--- config.mk ---
export PLATFORM = sky130hd
export DESIGN_NAME = key_matrix_scanner
export DESIGN_NICKNAME = d
export VERILOG_FILES = /design/src/rtl/key_matrix_scanner_pkg.sv /design/src/rtl/key_matrix_scanner_event_fifo.sv /design/src/rtl/key_matrix_scanner.sv
export SDC_FILE = /design/constraint.sdc
export NUM_CORES = 1
export LEC_CHECK = 0
export ABC_CLOCK_PERIOD_IN_PS = 5400
export BUFFER_PORTS_ARGS = -buffer_cell sky130_fd_sc_hd__buf_4
export CORE_UTILIZATION = 63
export DETAILED_ROUTE_END_ITERATION = 10
export MAX_ROUTING_LAYER = met4
export PLACE_DENSITY = 0.87
export SLEW_MARGIN = 20
export SYNTH_ARGS = -nofsm -noshare
export SYNTH_HDL_FRONTEND = slang
export SYNTH_SLANG_ARGS = --single-unit
export TNS_END_PERCENT = 5
--- constraint.sdc ---
create_clock -name clk -period 5.4 [get_ports clk]
set_clock_uncertainty 0.2 [all_clocks]
set_input_delay 1.08 -clock clk [delete_from_list [all_inputs] [get_ports clk]]
set_output_delay 1.08 -clock clk [all_outputs]
set_load 0.005 [all_outputs]
--- src/rtl/key_matrix_scanner_pkg.sv ---
// key_matrix_scanner_pkg
// Shared definitions for the key matrix scanner: event field layout,
// scan FSM state encoding, default timing constants and an event packer.
package key_matrix_scanner_pkg;

  // Event byte layout: {press, col[3:0], row[2:0]}
  localparam int PRESS_BIT = 7;
  localparam int COL_LSB   = 3;
  localparam int ROW_LSB   = 0;

  localparam int DEF_COLS          = 9;
  localparam int DEF_PERIOD_CYCLES = 524288;
  localparam int DEF_DRAIN_CYCLES  = 1000;
  localparam int DEF_SETTLE_CYCLES = 500;
  localparam int DEF_DEBOUNCE      = 3;
  localparam int DEF_FIFO_DEPTH    = 8;

  typedef enum logic [2:0] {
    ST_IDLE    = 3'd0,
    ST_DRAIN   = 3'd1,
    ST_DRIVE   = 3'd2,
    ST_SAMPLE  = 3'd3,
    ST_SCAN    = 3'd4,
    ST_RESTORE = 3'd5
  } scan_state_e;

  function automatic logic [7:0] pack_event(input logic       press,
                                            input logic [3:0] col,
                                            input logic [2:0] row);
    logic [7:0] ev;
    ev                = '0;
    ev[PRESS_BIT]     = press;
    ev[COL_LSB +: 4]  = col;
    ev[ROW_LSB +: 3]  = row;
    return ev;
  endfunction

endpackage

--- src/rtl/key_matrix_scanner_event_fifo.sv ---
// event_fifo
// Synchronous FIFO for key events. A push and a pop in the same cycle are
// both honoured, including when the FIFO is full. Read data comes straight
// from the storage registers at the read pointer.
// Ports:
//   i_clk, i_rst_n      clock, asynchronous active-low reset
//   i_push, i_data      write request and data
//   i_pop               read request (ignored when empty)
//   o_data              head entry
//   o_full, o_empty     occupancy flags
module event_fifo #(
  parameter int WIDTH = 8,
  parameter int DEPTH = 8
) (
  input  logic             i_clk,
  input  logic             i_rst_n,
  input  logic             i_push,
  input  logic [WIDTH-1:0] i_data,
  input  logic             i_pop,
  output logic [WIDTH-1:0] o_data,
  output logic             o_full,
  output logic             o_empty
);

  localparam int PTR_W = (DEPTH > 1) ? $clog2(DEPTH) : 1;

  logic [WIDTH-1:0] r_mem [DEPTH];
  logic [PTR_W-1:0] r_wr_ptr;
  logic [PTR_W-1:0] r_rd_ptr;
  logic [PTR_W:0]   r_count;
  logic             w_do_pop;
  logic             w_do_push;

  assign o_empty   = (r_count == '0);
  assign o_full    = (r_count == (PTR_W+1)'(DEPTH));
  assign o_data    = r_mem[r_rd_ptr];
  assign w_do_pop  = i_pop && !o_empty;
  // A pop frees the slot this cycle, so a full FIFO still accepts the push.
  assign w_do_push = i_push && (!o_full || w_do_pop);

  always_ff @(posedge i_clk or negedge i_rst_n) begin
    if (!i_rst_n) begin
      r_wr_ptr <= '0;
      r_rd_ptr <= '0;
      r_count  <= '0;
      for (int i = 0; i < DEPTH; i++) r_mem[i] <= '0;
    end else begin
      if (w_do_push) begin
        r_mem[r_wr_ptr] <= i_data;
        r_wr_ptr        <= r_wr_ptr + PTR_W'(1);
      end
      if (w_do_pop) r_rd_ptr <= r_rd_ptr + PTR_W'(1);
      case ({w_do_push, w_do_pop})
        2'b10:   r_count <= r_count + (PTR_W+1)'(1);
        2'b01:   r_count <= r_count - (PTR_W+1)'(1);
        default: r_count <= r_count;
      endcase
    end
  end

endmodule

--- src/rtl/key_matrix_scanner.sv ---
// key_matrix_scanner
// Scans a key matrix whose rows share the LCD data bus, debounces each key
// and queues press/release events. The bus is borrowed one column at a time
// by pausing the LCD through its frame strobe.
// Ports:
//   clk, reset           clock, asynchronous active-low reset
//   lcd_frame_strobe     1 = LCD may run, 0 = LCD must idle
//   lcd_output_en        1 = LCD drives shared pins, 0 = pins are inputs
//   col_drive            active-low column drive, all ones when idle
//   key_row              raw row pins, active-low
//   event_valid/ready    event handshake
//   event_data           {press, col[3:0], row[2:0]}
//
// state      | meaning
// -----------+-----------------------------------------------------------
// ST_IDLE    | LCD owns the bus; wait out the column period
// ST_DRAIN   | frame strobe low; give the LCD time to finish and idle
// ST_DRIVE   | bus turned around, one column driven; wait for rows to settle
// ST_SAMPLE  | capture closed keys of the driven column
// ST_SCAN    | debounce one row per cycle, push events
// ST_RESTORE | release column, hand bus back to LCD, advance column
module key_matrix_scanner
  import key_matrix_scanner_pkg::*;
#(
  parameter int COLS          = DEF_COLS,
  parameter int PERIOD_CYCLES = DEF_PERIOD_CYCLES,
  parameter int DRAIN_CYCLES  = DEF_DRAIN_CYCLES,
  parameter int SETTLE_CYCLES = DEF_SETTLE_CYCLES,
  parameter int DEBOUNCE      = DEF_DEBOUNCE,
  parameter int FIFO_DEPTH    = DEF_FIFO_DEPTH
) (
  input  logic            clk,
  input  logic            reset,
  output logic            lcd_frame_strobe,
  output logic            lcd_output_en,
  output logic [COLS-1:0] col_drive,
  input  logic [7:0]      key_row,
  output logic            event_valid,
  input  logic            event_ready,
  output logic [7:0]      event_data
);

  localparam int TMR_MAX = (PERIOD_CYCLES > DRAIN_CYCLES)
                         ? ((PERIOD_CYCLES > SETTLE_CYCLES) ? PERIOD_CYCLES : SETTLE_CYCLES)
                         : ((DRAIN_CYCLES > SETTLE_CYCLES) ? DRAIN_CYCLES : SETTLE_CYCLES);
  localparam int TMR_W   = $clog2(TMR_MAX + 1);
  localparam int IDX_W   = $clog2(COLS * 8);

  scan_state_e                 r_state;
  logic [TMR_W-1:0]            r_timer;
  logic [3:0]                  r_col;
  logic [2:0]                  r_row;
  logic [7:0]                  r_row_meta;
  logic [7:0]                  r_row_sync;
  logic [7:0]                  r_hit;
  logic [COLS*8-1:0]           r_stable;
  logic [COLS*8-1:0][1:0]      r_cnt;

  logic [COLS-1:0]             w_col_sel;
  logic [IDX_W-1:0]            w_idx;
  logic                        w_hit_bit;
  logic                        w_differs;
  logic [2:0]                  w_cnt_next;
  logic                        w_reached;
  logic                        w_full;
  logic                        w_empty;
  logic                        w_pop;
  logic                        w_can_push;
  logic                        w_push;
  logic [7:0]                  w_push_data;

  assign w_col_sel   = COLS'(1) << r_col;
  assign w_idx       = IDX_W'({r_col, r_row});
  assign w_hit_bit   = r_hit[r_row];
  assign w_differs   = (r_state == ST_SCAN) && (w_hit_bit != r_stable[w_idx]);
  assign w_cnt_next  = {1'b0, r_cnt[w_idx]} + 3'd1;
  assign w_reached   = (w_cnt_next >= 3'(DEBOUNCE));
  assign w_pop       = event_valid && event_ready;
  assign w_can_push  = !w_full || w_pop;
  assign w_push      = w_differs && w_reached && w_can_push;
  assign w_push_data = pack_event(w_hit_bit, r_col, r_row);
  assign event_valid = !w_empty;

  // Rows are asynchronous pins; two flops keep metastability out of the
  // debounce logic. Settle time covers the extra latency.
  always_ff @(posedge clk or negedge reset) begin
    if (!reset) begin
      r_row_meta <= '1;
      r_row_sync <= '1;
    end else begin
      r_row_meta <= key_row;
      r_row_sync <= r_row_meta;
    end
  end

  always_ff @(posedge clk or negedge reset) begin
    if (!reset) begin
      r_state          <= ST_IDLE;
      r_timer          <= TMR_W'(PERIOD_CYCLES - 1);
      r_col            <= '0;
      r_row            <= '0;
      r_hit            <= '0;
      r_stable         <= '0;
      r_cnt            <= '0;
      lcd_frame_strobe <= 1'b1;
      lcd_output_en    <= 1'b1;
      col_drive        <= '1;
    end else begin
      case (r_state)
        ST_IDLE: begin
          if (r_timer == '0) begin
            r_state          <= ST_DRAIN;
            r_timer          <= TMR_W'(DRAIN_CYCLES - 1);
            lcd_frame_strobe <= 1'b0;
          end else begin
            r_timer <= r_timer - TMR_W'(1);
          end
        end
        ST_DRAIN: begin
          if (r_timer == '0) begin
            r_state       <= ST_DRIVE;
            r_timer       <= TMR_W'(SETTLE_CYCLES - 1);
            lcd_output_en <= 1'b0;
            col_drive     <= ~w_col_sel;
          end else begin
            r_timer <= r_timer - TMR_W'(1);
          end
        end
        ST_DRIVE: begin
          if (r_timer == '0) r_state <= ST_SAMPLE;
          else               r_timer <= r_timer - TMR_W'(1);
        end
        ST_SAMPLE: begin
          r_hit   <= ~r_row_sync;
          r_row   <= '0;
          r_state <= ST_SCAN;
        end
        ST_SCAN: begin
          if (!w_differs) begin
            r_cnt[w_idx] <= '0;
          end else if (w_push) begin
            r_stable[w_idx] <= w_hit_bit;
            r_cnt[w_idx]    <= '0;
          end else if (w_reached) begin
            // FIFO full: hold at threshold so the next visit retries the push.
            r_cnt[w_idx] <= 2'(DEBOUNCE);
          end else begin
            r_cnt[w_idx] <= w_cnt_next[1:0];
          end
          r_row <= r_row + 3'd1;
          if (r_row == 3'd7) r_state <= ST_RESTORE;
        end
        ST_RESTORE: begin
          col_drive        <= '1;
          lcd_output_en    <= 1'b1;
          lcd_frame_strobe <= 1'b1;
          r_col            <= (r_col == 4'(COLS - 1)) ? 4'd0 : r_col + 4'd1;
          r_timer          <= TMR_W'(PERIOD_CYCLES - 1);
          r_state          <= ST_IDLE;
        end
        default: r_state <= ST_IDLE;
      endcase
    end
  end

  event_fifo #(
    .WIDTH (8),
    .DEPTH (FIFO_DEPTH)
  ) u_event_fifo (
    .i_clk   (clk),
    .i_rst_n (reset),
    .i_push  (w_push),
    .i_data  (w_push_data),
    .i_pop   (w_pop),
    .o_data  (event_data),
    .o_full  (w_full),
    .o_empty (w_empty)
  );

endmodule

==> results of run 1 <==
## path summary, 6_finish.rpt
check                                                           end                    start  slack, ns  depth (start not counted)
worst max register to register  u_event_fifo.r_count[3]$_DFFE_PN0P_     r_row[2]$_DFFE_PN0N_       0.53                         15
worst min-delay path                        r_row_sync[0]$_DFF_PN1_  r_row_meta[0]$_DFF_PN1_       0.15                          0
min in group asynchronous        u_event_fifo.r_mem[11]$_DFFE_PN0P_                    reset       0.20                          1
worst max-delay path            u_event_fifo.r_count[3]$_DFFE_PN0P_     r_row[2]$_DFFE_PN0N_       0.53                         15
worst min register to register              r_row_sync[0]$_DFF_PN1_  r_row_meta[0]$_DFF_PN1_       0.15                          0
max in group asynchronous                  r_stable[29]$_DFFE_PN0P_                    reset       3.51                          3
## layer usage
layer	global-route usage, %	wire [um]
met3	9.56	5980
met1	46.3	18500
met5	-	0
met2	54.1	22600
met4	19.1	2900
## state kept, by name, summed over array words and instances (netlist names)
register / cells
r_row: 3
r_row_sync: 8
col_drive: 9
lcd_frame_strobe: 1
lcd_output_en: 1
r_timer: 20
r_stable: 72
r_hit: 8
u_event_fifo.r_wr_ptr: 3
u_event_fifo.r_rd_ptr: 3
r_col: 4
r_cnt: 144
u_event_fifo.r_mem: 64
r_state: 3
r_row_meta: 8
u_event_fifo.r_count: 4
## cells in the final DEF, fill, tap and decap left out, types with 29 or more instances in the layout
cell type / count
or3_1: 57
nand2_1: 87
mux2_2: 179
dfstp_2: 46
clkbuf_16: 39
a21oi_1: 29
buf_4: 66
dfrtp_1: 305
nand4_1: 52
o21ai_0: 291
nor2_1: 60
## where the power goes
part	leakage, nW	switching, mW	internal, mW
registers	4.03	0.00163	2.67
logic	2.95	0.0534	0.0111
clock network	0.635	1.07	1.60
## logic make-up after synthesis
group	count (synthesis)	synth area share, %
flops	355	50.5
xor+xnor	9	0.445
buf+inv	158	3.91
fa+ha+maj	14	0.989
compound gates	479	16.5
mux	227	15.9
simple gates	370	11.7
## through the flow
stage | total power [mW] | instance area (sq um) | cells | utilization [%] | worst slack [ns]
final | 5.41 | 19500 | 1984 | 70.3 | 0.535
after global routing | 5.53 | 19500 | 1984 | 70.3 | 0.512
after CTS | 5.41 | 19400 | 1983 | 70.2 | 0.749
after detailed placement | 2.79 | 18200 | 1915 | 65.6 | 0.792
after global placement | 2.78 | 18200 | 1915 | 65.6 | 0.874
after floorplan | 2.72 | 17700 | 1612 | - | 1.69
## cell type report
class,count,area (sq um)
flip-flops and latches,355,8950
fillers,1779,8230
multi-input cells,1099,8120
clock buffers,56,1130
repair buffers,72,618
well taps,378,473
clock inverters,12,145
inverters,12,45.0
==> run metrics, run 1 <==
status finished, final reports clean; Lkg Pwr 7.62 nW; Netlist cell types 72; cts repair resizes 0; vias in the first global route 14400; Post-Route WL 50000 um; DRT iter0 DRCs 2311; placer's final routability congestion estimate 0.968; total of max-cap violations 0; Seq cells post-synth 355; H-tree levels 2; Die Wd 170 um; HPWL Detailed 29800 um; delay of the slowest cell on the worst path 0.83 ns; Hold Fails Final Rpt 0; # IOs 31; Post-Synthesis Cells 1612; DRC 0; CP arrival 5.12 ns; crit path time final 4.87 ns; maximum fanout along the worst path 42; antenna fix cells 0; cell mode on critical path a211oi_1; Worst path top cell family by delay simple AND/OR/NAND/NOR gates; register area share after synthesis 50.5%; fraction of registers with async set/reset 100%; peak supply drop 0.263 mV; first-pass GRT wire length 79000 um; initial antenna violation count 0; Setup TNS 0 ns; RSZ-0062 raised after global routing no; Syn Nets 1637; GR Overflow Total 0; Core ar. 27700 sq um; max frequency 0.206 GHz; vias after detailed routing 14400; Ys Warns 0; Power Dens Cells 278 nW/um^2; fin crit share 90.1%; Synth Flop Type dfrtp_1; chip height 170 um; Syn Area/Cell 11.0 sq um; CTS clock-pin slew for the worst setup and hold paths 0.06 ns; startpoint types flop; Root Buffer clkbuf_16; crit end category flop; post-CTS setup repair buffer count 0; row count 61; Num CTS Buffers 37; fin nets 1602; top cells by count, synth dfrtp_1 (309), o21ai_0 (291), mux2_2 (179); Hold/Removal Path Class flop to flop; Post-synth EDFFs 0; most common cell in the netlist dfrtp_1; layout cells sized above 1 25.5%; CTS Buffer Depth 3; Bufs and invs on worst path 1; mapped cell area 17700 sq um; CTS tree done; Max Slew Vio Count 0; Worst-Margin Slew 1.23 ns; post-synth top area cell dfrtp_1; Crit Path Class flop to flop; Critical Path RT 5.65 ns; Avg Vias per Cell 7.26; Synth top area share 43.7%; Post-CTS Hold Fix Bufs 0; initial core utilization 63.9%; port bufs 30; total track usage 36.5%; slowest CP cell dfrtp_4; top cells by area, synth dfrtp_1 (44%), mux2_2 (11%), o21ai_0 (8.2%), dfstp_2 (6.8%), mux4_2 (3.3%); number of clock sinks 355; die area 28800 sq um; Area growth, synth to finish 9.98%; Hold Slack 0.152 ns; WL per Instance 25.2 um; critical path cell sequence nor2b_1 -> a22o_1 -> a221oi_1 -> a211oi_1 -> a211oi_1 -> o2111ai_4 -> nand3_2 -> nand2b_1 -> ha_1 -> inv_1 -> mux2_2 -> o22ai_1 -> o21ai_0 -> nor2_1 -> xor2_1; worst-skew pair later-pin latency 0.53 ns; Routed Antenna Nets 0; max_slew headroom 17.8%; largest net degree at the start of global routing 133; setup violators final 0; Pre-Repair DR Iteration Count 8
Note: power is estimated with default switching activity, not from simulation.
==> inputs of run 2 (changes only) <==
MAX_ROUTING_LAYER = default   (was met4)
==> run metrics, run 2 (same netlist as run 1, synthesis figures left out) <==
crit path time final 4.83 ns; DRC 0; CTS clock-pin slew for the worst setup and hold paths 0.07 ns; fin nets 1597; startpoint types flop; fin crit share 89.4%; initial antenna violation count 1; cts repair resizes 0; Hold Path Cell Cnt 0; CP arrival 5.03 ns; Hold/Removal Path Class flop to flop; Root Buffer clkbuf_16; placer's final routability congestion estimate 0.968; fill cell count 1792; largest net degree at the start of global routing 98; maximum fanout along the worst path 79; HPWL Detailed 29000 um; chip height 170 um; Power Dens Cells 277 nW/um^2; Overall Power 5.37 mW; Largest Register r_cnt; FF-to-FF End r_cnt[98]$_DFFE_PN0P_; max_slew headroom 17.9%; Core ar. 27700 sq um; crit end category flop; total of max-cap violations 0; Final WS setup 0.575 ns; # placed instances 1911; peak supply drop 0.247 mV; antenna fix cells 0; H-tree levels 2; Lkg Pwr 7.58 nW; Worst-Margin Slew 1.23 ns; Worst Reg2Reg Path Length in Cells 10; Setup TNS 0 ns; hold_sp r_row_meta[0]$_DFF_PN1_; Num CTS Buffers 37; post-CTS setup repair buffer count 0; Pre-Repair DR Iteration Count 9; Worst R2R Start r_row[2]$_DFFE_PN0N_; most frequent cells in the layout dfrtp_1 (305), o21ai_0 (291), mux2_2 (179); max reg flops 144; CTS tree done; worst-skew pair later-pin latency 0.53 ns; Hold Fails Final Rpt 0; max frequency 0.207 GHz; Max Slew Vio Count 0; first-pass GRT wire length 76700 um; dpl ws 0.806 ns; number of clock sinks 355; DRT iter0 DRCs 1949; WHS Endpoint r_row_sync[0]$_DFF_PN1_; GR Overflow Total 0; Crit Path Class flop to flop; WL per Instance 24.4 um; Die Wd 170 um; status finished, final reports clean; Critical Path RT 5.60 ns; Layout Cells excl Fill 1977; Area growth, synth to finish 9.57%; biggest regs r_cnt: 144 flops, r_stable: 72 flops, u_event_fifo.r_mem: 64 flops; RSZ-0062 raised after global routing no; setup violators final 0; vias after detailed routing 14200; initial core utilization 63.9%; die area 28800 sq um; internal reg-to-reg setup slack 0.57 ns; total track usage 34.3%; commonest non-fill, non-tap cell in the layout dfrtp_1; # IOs 31; Post-CTS Hold Fix Bufs 0; Routed Antenna Nets 0; vias in the first global route 14000; row count 61; layout cells sized above 1 25.2%; CTS Buffer Depth 3; port bufs 30; Post-Route WL 48200 um; Avg Vias per Cell 7.20
[run 2: layout make-up]
class                   instances  area [sq um]  area share, %
clock buffers                  55          1110           5.75
clock inverters                11           145          0.748
inverters                      12          45.0          0.232
multi-input cells            1099          8120           41.8
flip-flops and latches        355          8950           46.1
well taps                     378           473           2.44
repair buffers                 67           561           2.89
[run 2: how the worst max path moves through the flow]
stage	from	endpoint	slack, ns
after floorplan	r_row[2]$_DFFE_PN0N_	u_event_fifo.r_count[2]$_DFFE_PN0P_	1.69
after global placement	r_row[2]$_DFFE_PN0N_	u_event_fifo.r_count[2]$_DFFE_PN0P_	0.95
after CTS	r_row[2]$_DFFE_PN0N_	r_cnt[91]$_DFFE_PN0P_	0.76
final	r_row[2]$_DFFE_PN0N_	r_cnt[98]$_DFFE_PN0P_	0.57
after global routing	r_row[2]$_DFFE_PN0N_	r_cnt[93]$_DFFE_PN0P_	0.47
after detailed placement	r_row[2]$_DFFE_PN0N_	r_cnt[82]$_DFFE_PN0P_	0.81
[run 2: routing by layer]
metal,share of wire [%],vias up,global-route usage [%]
met5,0.027,-,0.696
met2,45,983,51.3
li1,-,5975,-
met4,6.6,2,20.4
met1,38,6965,45.1
met3,11,301,9.31
[run 2: critical path: stages, from the launching register on]
cell	delay [ns]
dfrtp_4	0.71
nor2b_1	0.83
a22o_1	0.29
a221oi_1	0.08
a211oi_1	0.35
a211oi_1	0.13
o2111ai_4	0.26
buf_4	0.70
mux2_2	0.51
buf_12	0.21
o41ai_1	0.38
[run 2: through the flow]
step	hold WS, ns	cell area, sq um	utilization (%)
2_1_floorplan	0.145	17700	-
3_3_place_gp	0.146	18100	65.5
3_5_place_dp	0.147	18100	65.5
4_1_cts	0.153	19400	70.0
5_1_grt	0.156	19400	70.0
6_report	0.151	19400	70.0
[run 2: power by group]
group,total [mW],switching (mW),internal (mW),leakage (nW)
logic,0.0607,0.0516,0.00913,2.92
clock network,2.63,1.06,1.58,0.625
registers,2.67,0.00144,2.67,4.03
total,5.37,1.11,4.26,7.58
